$ cat config.mk
export PLATFORM = sky130hd
export DESIGN_NAME = coprime_gen
export DESIGN_NICKNAME = d
export VERILOG_FILES = /design/src/rtl/coprime_pkg.sv /design/src/rtl/coprime_gen_gcd_unit.sv /design/src/rtl/coprime_gen.sv
export SDC_FILE = /design/constraint.sdc
export NUM_CORES = 1
export LEC_CHECK = 0
export CAP_MARGIN = 10
export CORE_MARGIN = 1
export CORE_UTILIZATION = 45
export CTS_CLUSTER_DIAMETER = 100
export DETAILED_ROUTE_END_ITERATION = 7
export PLACE_DENSITY = 0.74
export SLEW_MARGIN = 20
export SYNTH_ARGS = -nofsm -noshare
export SYNTH_HDL_FRONTEND = slang
export SYNTH_SLANG_ARGS = --single-unit
$ cat constraint.sdc
create_clock -name clk -period 3.8 [get_ports clk]
set_input_delay 0.76 -clock clk [delete_from_list [all_inputs] [get_ports clk]]
set_output_delay 0.76 -clock clk [all_outputs]
set_load 0.005 [all_outputs]
$ cat src/rtl/coprime_pkg.sv
// Shared definitions for the coprime generator: FSM state encoding and
// operand-width constants.
package coprime_pkg;

    localparam int DEFAULT_WIDTH = 4;
    localparam int MAX_K         = (1 << DEFAULT_WIDTH) - 1;

    typedef enum logic [1:0] {
        ST_IDLE    = 2'd0,
        ST_COMPUTE = 2'd1,
        ST_STREAM  = 2'd2,
        ST_DONE    = 2'd3
    } state_t;

endpackage

$ cat src/rtl/coprime_gen_gcd_unit.sv
// Iterative subtractive GCD. A load captures both operands. Each busy cycle
// replaces the larger operand by the difference. result_valid is raised
// combinationally on the cycle the operands meet, and the unit frees itself
// on that same edge. Operands must be non-zero or the loop never converges.
module gcd_unit
    import coprime_pkg::*;
#(
    parameter int WIDTH = DEFAULT_WIDTH
) (
    input  logic             clk,
    input  logic             rst,
    input  logic             load,
    input  logic [WIDTH-1:0] a_in,
    input  logic [WIDTH-1:0] b_in,
    output logic             busy,
    output logic             result_valid,
    output logic [WIDTH-1:0] result
);

    logic [WIDTH-1:0] a_q;
    logic [WIDTH-1:0] b_q;

    // Operand registers: load, then subtract until equal
    always_ff @(posedge clk) begin
        if (rst) begin
            busy <= 1'b0;
            a_q  <= '0;
            b_q  <= '0;
        end else if (load && !busy) begin
            busy <= 1'b1;
            a_q  <= a_in;
            b_q  <= b_in;
        end else if (busy) begin
            if (a_q == b_q) begin
                busy <= 1'b0;
            end else if (a_q > b_q) begin
                a_q <= a_q - b_q;
            end else begin
                b_q <= b_q - a_q;
            end
        end
    end

    assign result_valid = busy && (a_q == b_q);
    assign result       = a_q;

endmodule

$ cat src/rtl/coprime_gen.sv
// Coprime generator top: for operand n, tests every k in 1..2^WIDTH-1 with a
// shared gcd_unit, records hits in a bitmask, then streams the set bits in
// ascending order over a valid/ready handshake.
module coprime_gen
    import coprime_pkg::*;
#(
    parameter int WIDTH = DEFAULT_WIDTH
) (
    input  logic             clk,
    input  logic             rst,
    input  logic             start,
    input  logic [WIDTH-1:0] n_in,
    output logic             busy,
    output logic             out_valid,
    input  logic             out_ready,
    output logic [WIDTH-1:0] out_value,
    output logic             out_last,
    output logic [WIDTH-1:0] count,
    output logic             done
);

    localparam int               MASK_W = 1 << WIDTH;
    localparam logic [WIDTH-1:0] K_LAST = '1;

    state_t            state;
    logic [WIDTH-1:0]  n_q;
    logic [WIDTH-1:0]  k_q;
    logic [MASK_W-1:0] mask_q;
    logic              wait_gcd;

    logic              gcd_load;
    logic              gcd_busy;
    logic              gcd_valid;
    logic [WIDTH-1:0]  gcd_result;

    logic              skip_k;
    logic              step_done;
    logic              hit;
    logic              handshake;
    logic [MASK_W-1:0] mask_nxt;
    logic [WIDTH-1:0]  count_nxt;
    logic [WIDTH-1:0]  low_idx;
    logic              more_above;

    gcd_unit #(.WIDTH(WIDTH)) u_gcd (
        .clk          (clk),
        .rst          (rst),
        .load         (gcd_load),
        .a_in         (n_q),
        .b_in         (k_q),
        .busy         (gcd_busy),
        .result_valid (gcd_valid),
        .result       (gcd_result)
    );

    // Per-k sequencing: n==0 and k==n are skipped in one cycle, others go through the gcd_unit
    always_comb begin
        skip_k    = (n_q == '0) || (k_q == n_q);
        gcd_load  = 1'b0;
        step_done = 1'b0;
        hit       = 1'b0;
        if (state == ST_COMPUTE) begin
            if (!wait_gcd) begin
                if (skip_k) begin
                    step_done = 1'b1;
                end else begin
                    gcd_load = !gcd_busy;
                end
            end else if (gcd_valid) begin
                step_done = 1'b1;
                hit       = (gcd_result == WIDTH'(1));
            end
        end
    end

    // Next mask/count: set on a coprime hit, clear the bit just handed off
    always_comb begin
        mask_nxt  = mask_q;
        count_nxt = count;
        handshake = (state == ST_STREAM) && out_valid && out_ready;
        if (hit) begin
            mask_nxt[k_q] = 1'b1;
            count_nxt     = count + WIDTH'(1);
        end
        if (handshake) begin
            mask_nxt[out_value] = 1'b0;
        end
    end

    // Priority scanner on the next mask so the output register can reload with no bubble
    always_comb begin
        low_idx    = '0;
        more_above = 1'b0;
        for (int i = MASK_W - 1; i >= 1; i--) begin
            if (mask_nxt[WIDTH'(i)]) low_idx = WIDTH'(i);
        end
        for (int i = 1; i < MASK_W; i++) begin
            if (mask_nxt[WIDTH'(i)] && (WIDTH'(i) > low_idx)) more_above = 1'b1;
        end
    end

    // Main FSM with registered outputs
    always_ff @(posedge clk) begin
        if (rst) begin
            state     <= ST_IDLE;
            n_q       <= '0;
            k_q       <= '0;
            mask_q    <= '0;
            wait_gcd  <= 1'b0;
            count     <= '0;
            out_valid <= 1'b0;
            out_value <= '0;
            out_last  <= 1'b0;
            done      <= 1'b0;
            busy      <= 1'b0;
        end else begin
            mask_q <= mask_nxt;
            count  <= count_nxt;
            case (state)
                ST_IDLE: begin
                    if (start) begin
                        n_q      <= n_in;
                        k_q      <= WIDTH'(1);
                        mask_q   <= '0;
                        count    <= '0;
                        wait_gcd <= 1'b0;
                        busy     <= 1'b1;
                        state    <= ST_COMPUTE;
                    end
                end
                ST_COMPUTE: begin
                    if (gcd_load) wait_gcd <= 1'b1;
                    if (step_done) begin
                        wait_gcd <= 1'b0;
                        if (k_q == K_LAST) begin
                            if (count_nxt == '0) begin
                                done  <= 1'b1;
                                state <= ST_DONE;
                            end else begin
                                out_valid <= 1'b1;
                                out_value <= low_idx;
                                out_last  <= !more_above;
                                state     <= ST_STREAM;
                            end
                        end else begin
                            k_q <= k_q + WIDTH'(1);
                        end
                    end
                end
                ST_STREAM: begin
                    if (handshake) begin
                        if (out_last) begin
                            out_valid <= 1'b0;
                            out_last  <= 1'b0;
                            done      <= 1'b1;
                            state     <= ST_DONE;
                        end else begin
                            out_value <= low_idx;
                            out_last  <= !more_above;
                        end
                    end
                end
                ST_DONE: begin
                    done  <= 1'b0;
                    busy  <= 1'b0;
                    state <= ST_IDLE;
                end
                default: state <= ST_IDLE;
            endcase
        end
    end

endmodule

---- Word level (Yosys, flattened, before mapping) ----
Index checks and enable logic that the tools add are counted.
word-level totals
  register bits ........................... 48
  output and inout bits ................... 12
cells by class
  muxes and demuxes ....................... 87
  reduce and logical (&&, ||, !) cells .... 36
  bitwise gates (word level) .............. 3
  order comparisons ....................... 12
  equal/unequal tests ..................... 19
  $add $sub $neg .......................... 4
operator list
  kind                 count
  $mux 4               26
  $mux 16              4
  $mux 1               42
  $reduce_and 6->1     3
  $and 16x16->16       1
  $gt 3x4->1 const A   4
  $not 16->16          1
  $or 16x16->16        1
  $pmux 4 s2           2
  $ne 2x2->1 const B   7
  $logic_and 1x1->1    13
  $lt 4x5->1 const B   2
  $mux 2               5
  $reduce_and 5->1     2
  $reduce_bool 2->1    5
  $reduce_and 3->1     3
  $add 4x1->4 const B  2
  $demux 1 s4          2
  $eq 4x4->1           2
  $ge 4x1->1 const B   2
  $gt 2x4->1 const A   2
  $logic_not 4->1      2
  $ne 2x1->1 const B   4
  $pmux 1 s2           4
  other kinds (16)     20

---- Longest topological paths before layout ----
Gate-level depths: netlist of run 1.
  word-level depth ........................ 29
  gate-level depth with buffers ........... 10
  mapped depth without buffers ............ 9

---- Cells and area by module ----
From an unflattened synthesis of run 1, not the netlist that was laid out.
second synthesis, totals
  cells, all modules ...................... 312
  area, all modules ....................... 2642.5 um^2
by module, submodules not included
  module       instances  cells an instance  area each (um^2)  seq. area each (um^2)
  coprime_gen  1          229                1915.6            580.6
  gcd_unit     1          83                 726.9             180.2

---- Worst setup path before layout of run 1 ----
OpenSTA, ideal clock, no wires.
  path kind ............................... reg-to-reg
  start point ............................. reg u_gcd.a_q[1] (netlist: u_gcd.result[1])
  end point ............................... reg out_value[2]
  arrival ................................. 2.845 ns
  required time ........................... 3.730 ns
  cell stages (with the launch flop) ...... 10
  library setup time ...................... 0.070 ns
  slack ................................... 0.884 ns
  period minus slack after synthesis ...... 2.916 ns
  cells stage by stage .................... dfxtp_1 inv_1 ha_1 nand4_2 nor4_4 mux2_2 and3_1 buf_6 or4_1 a21oi_1
on the way
  longest elaborated chain between the ends .. 18
  elaborated cells on any way between the ends .. 29
  those cells by class .................... eq/ne: 4; mux: 21; bitwise: 1; reduce/logical: 3
RTL lines
  element                   line                        RTL
  start: declaration        coprime_gen_gcd_unit.sv:20  logic [WIDTH-1:0] a_q;
  start signal: assignment  coprime_gen_gcd_unit.sv:31  a_q <= a_in;
  start signal: assignment  coprime_gen_gcd_unit.sv:37  a_q <= a_q - b_q;
  $eq 4x4->1                coprime_gen_gcd_unit.sv:44  assign result_valid = busy && (a_q == b_q);
  $logic_and 1x1->1         coprime_gen_gcd_unit.sv:44
  $mux 1                    coprime_gen.sv:69           end else if (gcd_valid) begin
  $mux 1                    coprime_gen.sv:63           if (!wait_gcd) begin
  $mux 1                    coprime_gen.sv:62           if (state == ST_COMPUTE) begin
  $mux 16                   coprime_gen.sv:81           if (hit) begin
  $and 16x16->16 (no line)  n/a
  $mux 16                   coprime_gen.sv:85           if (handshake) begin
  $mux 4 (6 in series)      coprime_gen.sv:95           if (mask_nxt[WIDTH'(i)]) low_idx = WIDTH'(i);
  $mux 4                    coprime_gen.sv:136          if (count_nxt == '0) begin
  $mux 4                    coprime_gen.sv:135          if (k_q == K_LAST) begin
  $mux 4                    coprime_gen.sv:133          if (step_done) begin
  $pmux 4 s2                coprime_gen.sv:119          case (state)
  end signal: assignment    coprime_gen.sv:141          out_value <= low_idx;
  end signal: assignment    coprime_gen.sv:158          out_value <= low_idx;
  end: declaration          coprime_gen.sv:16           output logic [WIDTH-1:0] out_value,
Parallel ways exist; a longest one is shown, timed or not. The select of a mux whose other input is x is not followed.
A chain may end at the register's enable or synchronous reset.

---- Worst setup path in the final report of run 1 ----
Ends and elaborated chain as after synthesis.

==> summary.txt, run 1 <==
STA
  – Worst slew pin tran: 630 ps
  – F_max: 313 MHz
  – Fin. Hold Viols: 0
  – Unrepaired setup endpoints after global routing: false
  – Slew HR: 58.0%
  – Clk_skew: 1.97 ps
  – Min cycle time layout: 3200 ps
  – Slew Viols, Final: 0
  – Sum Neg Setup Slack: 0 ps
  – Final Setup Violations: 0
  – Final hold slack: 498 ps
  – Final worst path period share: 84.2%

Die
  – Core region area: 5170 µm²
  – Io pins: 20
  – Die extent in y: 75.9 µm
  – Initial core utilization: 47.5%
  – Die W: 75.9 µm
  – Die area: 5760 µm²
  – Std cell rows: 26

Clock tree
  – H-Tree Depth: 2
  – CTS resizes: 0
  – CTS tree: built
  – Post-CTS setup buffer count: 0
  – Clock root buffer: clkbuf_8
  – Clk slew on worst S/H paths: 80 ps
  – Hold buffer count at cts: 0
  – Number of CTS-inserted buffers: 5
  – Clk Latency, worst-skew pair: 290 ps
  – Clk sinks: 38
  – Clock tree buffer depth: 2

Critical path
  – Worst path arrival time: 3420 ps
  – Worst Path Buf+Inv: 1
  – Top cell family by delay on the critical path: simple AND/OR/NAND/NOR gates
  – CP Class: flip-flop to flip-flop
  – Worst path cell trace: inv_1 -> ha_1 -> nand4_2 -> nor4_4 -> mux2_2 -> and3_1 -> or4_1 -> a21oi_1
  – Worst endpoint required time: 4020 ps
  – CP max stage cell: or4_1
  – Worst Path Max Fanout: 9
  – CP Capture Type: flip-flop
  – CP peak stage delay: 530 ps
  – Worst Setup Start Kind: flip-flop

Finish
  – Core Util, Final: 53.9%
  – Fraction of layout cells with a size suffix above 1: 5.97%
  – Fillers: 472
  – Syn-to-layout area delta: 13.6%
  – Nets: 343
  – N_diodes: 0

Drt
  – First-pass DRT Iterations: 4
  – Routed Antenna Nets: 0
  – Drt wl/cell: 14.8 µm
  – # DRC: 0
  – Initial detailed-routing violation count: 139
  – Routed vias: 2,255
  – Final WL: 5.74 mm
  – Vias/cell: 5.81

Power
  – Worst VDD drop: 0.000478 V
  – Pwr/cell area: 551 nW/µm²
  – Leak: 0.000938 µW

Synthesis
  – Seq/Total Area, Yosys: 31.0%
  – Synth Area in Adders: 10.2%
  – Synth cell types: 56
  – Largest family of logic cells by synthesized area: simple AND/OR/NAND/NOR gates
  – Post-synth EDFFs: 0
  – Simple-Gate Fraction of Synth Area: 28.1%
  – Post-synthesis mux area share: 1.68%
  – Synth Area in Compound Gates: 18.5%
  – #FFs+latches synth: 38
  – Synth Net Count: 328
  – Syn Area/Cell: 8.13 µm²
  – Top cell type's share of synthesized area: 31.0%
  – Ys async rst share: 0%
  – Xor and xnor area share after synthesis: 4.64%
  – Primary FF master, synth: dfxtp_1
  – Yosys warnings: 0
  – Most frequent cell after synthesis: dfxtp_1
  – Top cell types by occurrence after synthesis: dfxtp_1, nand2_1, a21oi_1
  – Post-Syn Area: 2460 µm²
  – Cell count after synthesis: 302
  – Area contributors post-synth: dfxtp_1, ha_1, a21oi_1
  – Post-synth top area cell: dfxtp_1

Global route
  – Largest net degree at the start of global routing: 23
  – Number of global-route vias before repair: 2,128
  – GRT Util Overall: 22.5%
  – Number of antenna violations at the first check in global routing: 0
  – First-pass GRT wire length: 9.80 mm
  – Grt total ovfl: 0

Run
  – Max_cap viols: 0

Placed design
  – HPWL reported at the end of detailed placement: 4.29 mm
  – Port Buffer Count: 18
  – Gpl congestion: 0.899

Status
  – Status: finished, final reports clean

Min path
  – Min-Delay Path Class: flip-flop to flip-flop
## final timing paths
path,from,to,slack [ps],cells past startpoint
min reg2reg,u_gcd.b_q[0]$_SDFFE_PP0P_,u_gcd.b_q[0]$_SDFFE_PP0P_,500,2
max reg2reg,u_gcd.result[1]$_SDFFE_PP0P_,out_value[2]$_SDFFE_PP0P_,600,8
max,u_gcd.result[1]$_SDFFE_PP0P_,out_value[2]$_SDFFE_PP0P_,600,8
min,u_gcd.b_q[0]$_SDFFE_PP0P_,u_gcd.b_q[0]$_SDFFE_PP0P_,500,2
## layer usage
metal	GRT usage [%]	part of all wire, %
met1	29.8	48
met2	37.6	46
met3	3.17	4.4
met4	7.82	1.5
met5	0	0
## cell usage in the layout (no fill, tap or decap), types with 3 or more instances in the layout
cell type        instances
mux2i_1                  3
nand2_1                 30
o211ai_1                 4
nand3b_1                 4
a211oi_1                 4
or2_2                    4
nand2b_1                 5
clkbuf_8                 5
a41oi_1                  5
dfxtp_1                 38
nand4_1                  7
nor4bb_1                 4
xnor2_1                 11
nand3_1                 16
a21oi_1                 28
clkdlybuf4s50_1         18
and3_1                   4
o22ai_1                  3
nor4_1                   3
ha_1                    16
nor3_1                   7
inv_1                   22
nor2b_1                  3
o21ai_0                  5
nor2_1                  23
## registers in the layout (all words and copies together), names as in the netlist, 2 cells and up
signal,flops
mask_q,7
count,4
out_value,3
k_q,4
n_q,4
state,2
u_gcd.b_q,4
u_gcd.result,4
## metrics by stage
step	total power, µW	instance area (µm²)	instances	setup WS [ps]
after global routing	1640	2790	388	378
final	1540	2790	388	602
after CTS	1530	2790	388	625
after floorplan	1010	2460	302	884
after global placement	1170	2680	380	763
after detailed placement	1190	2680	380	644
## power breakdown
group | leakage [µW] | switching (µW) | internal (µW)
Sequential | 0.000309 | 81.0 | 461
Clock | 0.0000514 | 151 | 196
Combinational | 0.000577 | 376 | 272
## worst reg2reg max path: stages (launching register included)
cell and delay (ps):
dfxtp_1 490, inv_1 130, ha_1 360, nand4_2 240, nor4_4 500, mux2_2 430
and3_1 270, or4_1 530, a21oi_1 170
## cells by family after synthesis
kind of cell	Yosys count
flip-flops	38
AO/OA/AOI/OAI	69
multiplexers	4
XOR/XNOR	13
adder cells (fa/ha/maj)	19
other	1
AND/OR/NAND/NOR	124
buffers and inverters	34
## area by class of cell
class / instances / area (µm²) / share of cell area, %
well taps: 70 / 87.6 / 3.14
clock inverters: 2 / 37.5 / 1.35
flip-flops and latches: 38 / 761 / 27.3
clock buffers: 6 / 72.6 / 2.60
inverters: 22 / 82.6 / 2.96
multi-input cells: 230 / 1550 / 55.7
repair buffers: 20 / 195 / 7.00
Note: power is estimated with default switching activity, not from simulation.
==> run 2: changes to the inputs <==
==> constraint.sdc (replaced) <==
create_clock -name clk -period 3.33 [get_ports clk]
set_input_delay 0.666 -clock clk [delete_from_list [all_inputs] [get_ports clk]]
set_output_delay 0.666 -clock clk [all_outputs]
set_load 0.005 [all_outputs]
==> run 2 against run 1 <==
  * Critical path depth is the same
  * Combinational power grew 14%
  * Via count shrank 2.7%
  * Core utilization grew 0.48 points
  * First-iteration DRC count grew 39%
  * Final cell count grew 0.52%
  * Sequential cell count is the same
  * Final area grew 0.90%
  * Largest cell class unchanged
  * Highest routed layer unchanged
==> summary.txt, run 2 (synthesis gave the netlist of run 1 again) <==
Status
  – Status: finished, final reports clean

STA
  – Min cycle time layout: 3000 ps
  – Final Setup Violations: 0
  – Sum Neg Setup Slack: 0 ps
  – Final hold slack: 497 ps
  – Unrepaired setup endpoints after global routing: false
  – Final worst path period share: 90.2%
  – Worst slew pin tran: 583 ps
  – Fin. Hold Viols: 0
  – Slew HR: 60.6%
  – Slew Viols, Final: 0
  – F_max: 333 MHz
  – Clk_skew: 4.43 ps

Global route
  – Largest net degree at the start of global routing: 23
  – Number of antenna violations at the first check in global routing: 0
  – Grt total ovfl: 0
  – First-pass GRT wire length: 9.65 mm
  – Number of global-route vias before repair: 2,074
  – GRT Util Overall: 22.5%

Finish
  – Top reg by flops: mask_q
  – Fraction of layout cells with a size suffix above 1: 6.88%
  – Most frequent cells in the layout: dfxtp_1, nand2_1, a21oi_1
  – Fillers: 480
  – Nets: 346
  – Syn-to-layout area delta: 14.6%
  – Max FFs per register: 7
  – N_diodes: 0
  – Commonest non-fill, non-tap cell in the layout: dfxtp_1

Clock tree
  – Clk Latency, worst-skew pair: 300 ps
  – Clock root buffer: clkbuf_8
  – CTS resizes: 0
  – Number of CTS-inserted buffers: 5
  – Clock tree buffer depth: 2
  – H-Tree Depth: 2
  – Post-CTS setup buffer count: 0
  – Hold buffer count at cts: 0
  – Clk slew on worst S/H paths: 70 ps
  – CTS tree: built
  – Clk sinks: 38

Drt
  – Drt wl/cell: 14.6 µm
  – First-pass DRT Iterations: 4
  – Vias/cell: 5.63
  – # DRC: 0
  – Routed vias: 2,194
  – Initial detailed-routing violation count: 193
  – Final WL: 5.69 mm
  – Routed Antenna Nets: 0

Power
  – Leak: 0.000959 µW
  – Worst VDD drop: 0.000392 V
  – Pwr/cell area: 625 nW/µm²

Die
  – Initial core utilization: 47.5%
  – Die area: 5760 µm²
  – Die W: 75.9 µm
  – Die extent in y: 75.9 µm
  – Std cell rows: 26
  – Core region area: 5170 µm²
  – Io pins: 20

Critical path
  – Worst path arrival time: 3240 ps
  – Worst Setup Start Kind: flip-flop
  – CP Capture Type: flip-flop
  – RR Startpoint: u_gcd.result[1]$_SDFFE_PP0P_
  – Worst Path Max Fanout: 9
  – Worst endpoint required time: 3560 ps
  – CP Class: flip-flop to flip-flop
  – Critical path launch point: u_gcd.result[1]$_SDFFE_PP0P_

Placed design
  – Port Buffer Count: 18
  – Gpl congestion: 0.899
  – HPWL reported at the end of detailed placement: 4.21 mm

Min path
  – Worst min-delay path startpoint: u_gcd.b_q[0]$_SDFFE_PP0P_
  – Min-Delay Path Class: flip-flop to flip-flop

Run
  – Max_cap viols: 0
## run 2: routing by layer
layer / wire, µm / global-route usage, % / part of all wire [%]
met5: 0 / 0 / 0
met4: 113 / 9.67 / 2.0
met3: 187 / 3.57 / 3.3
met2: 2590 / 35.7 / 45
met1: 2800 / 30.2 / 49
## run 2: critical path, cell delays in order, from the launching register on
cell     delay, ps
dfxtp_1        490
inv_1          130
ha_1           370
nand4_2        240
nor4_4         350
mux2_2         400
and3_1         270
or4_1          530
a21oi_1        150
## run 2: area by class of cell
cell class / count / area (µm²) / area share [%]
flip-flops and latches: 38 / 761 / 27.0
multi-input cells: 230 / 1550 / 55.2
repair buffers: 23 / 218 / 7.74
well taps: 70 / 87.6 / 3.11
clock inverters: 1 / 30.0 / 1.07
clock buffers: 6 / 82.6 / 2.93
inverters: 22 / 82.6 / 2.93
## run 2: power breakdown
part	internal [µW]	total [µW]	switching, µW	leakage (µW)
Clock	240	405	165	0.0000573
Combinational	317	740	423	0.000593
Sequential	526	614	87.9	0.000309
Total	1080	1760	676	0.000959
## run 2: final timing paths
| path | depth (start not counted) | end | slack (ps) |
|---|---|---|---|
| worst max-delay path | 8 | out_value[2]$_SDFFE_PP0P_ | 330 |
| worst min-delay path | 2 | u_gcd.b_q[0]$_SDFFE_PP0P_ | 500 |
| worst max register to register | 8 | out_value[2]$_SDFFE_PP0P_ | 330 |
| worst min register to register | 2 | u_gcd.b_q[0]$_SDFFE_PP0P_ | 500 |
## run 2: per-stage QoR
stage          total power [µW]  instances  cell area, µm²  setup slack, ps  util [%]
2_1_floorplan              1150        302            2460              414         -
3_3_place_gp               1350        383            2700              445      52.2
3_5_place_dp               1360        383            2700              378      52.2
4_1_cts                    1770        390            2810              349      54.4
5_1_grt                    1890        390            2810              118      54.4
6_report                   1760        390            2810              327      54.4
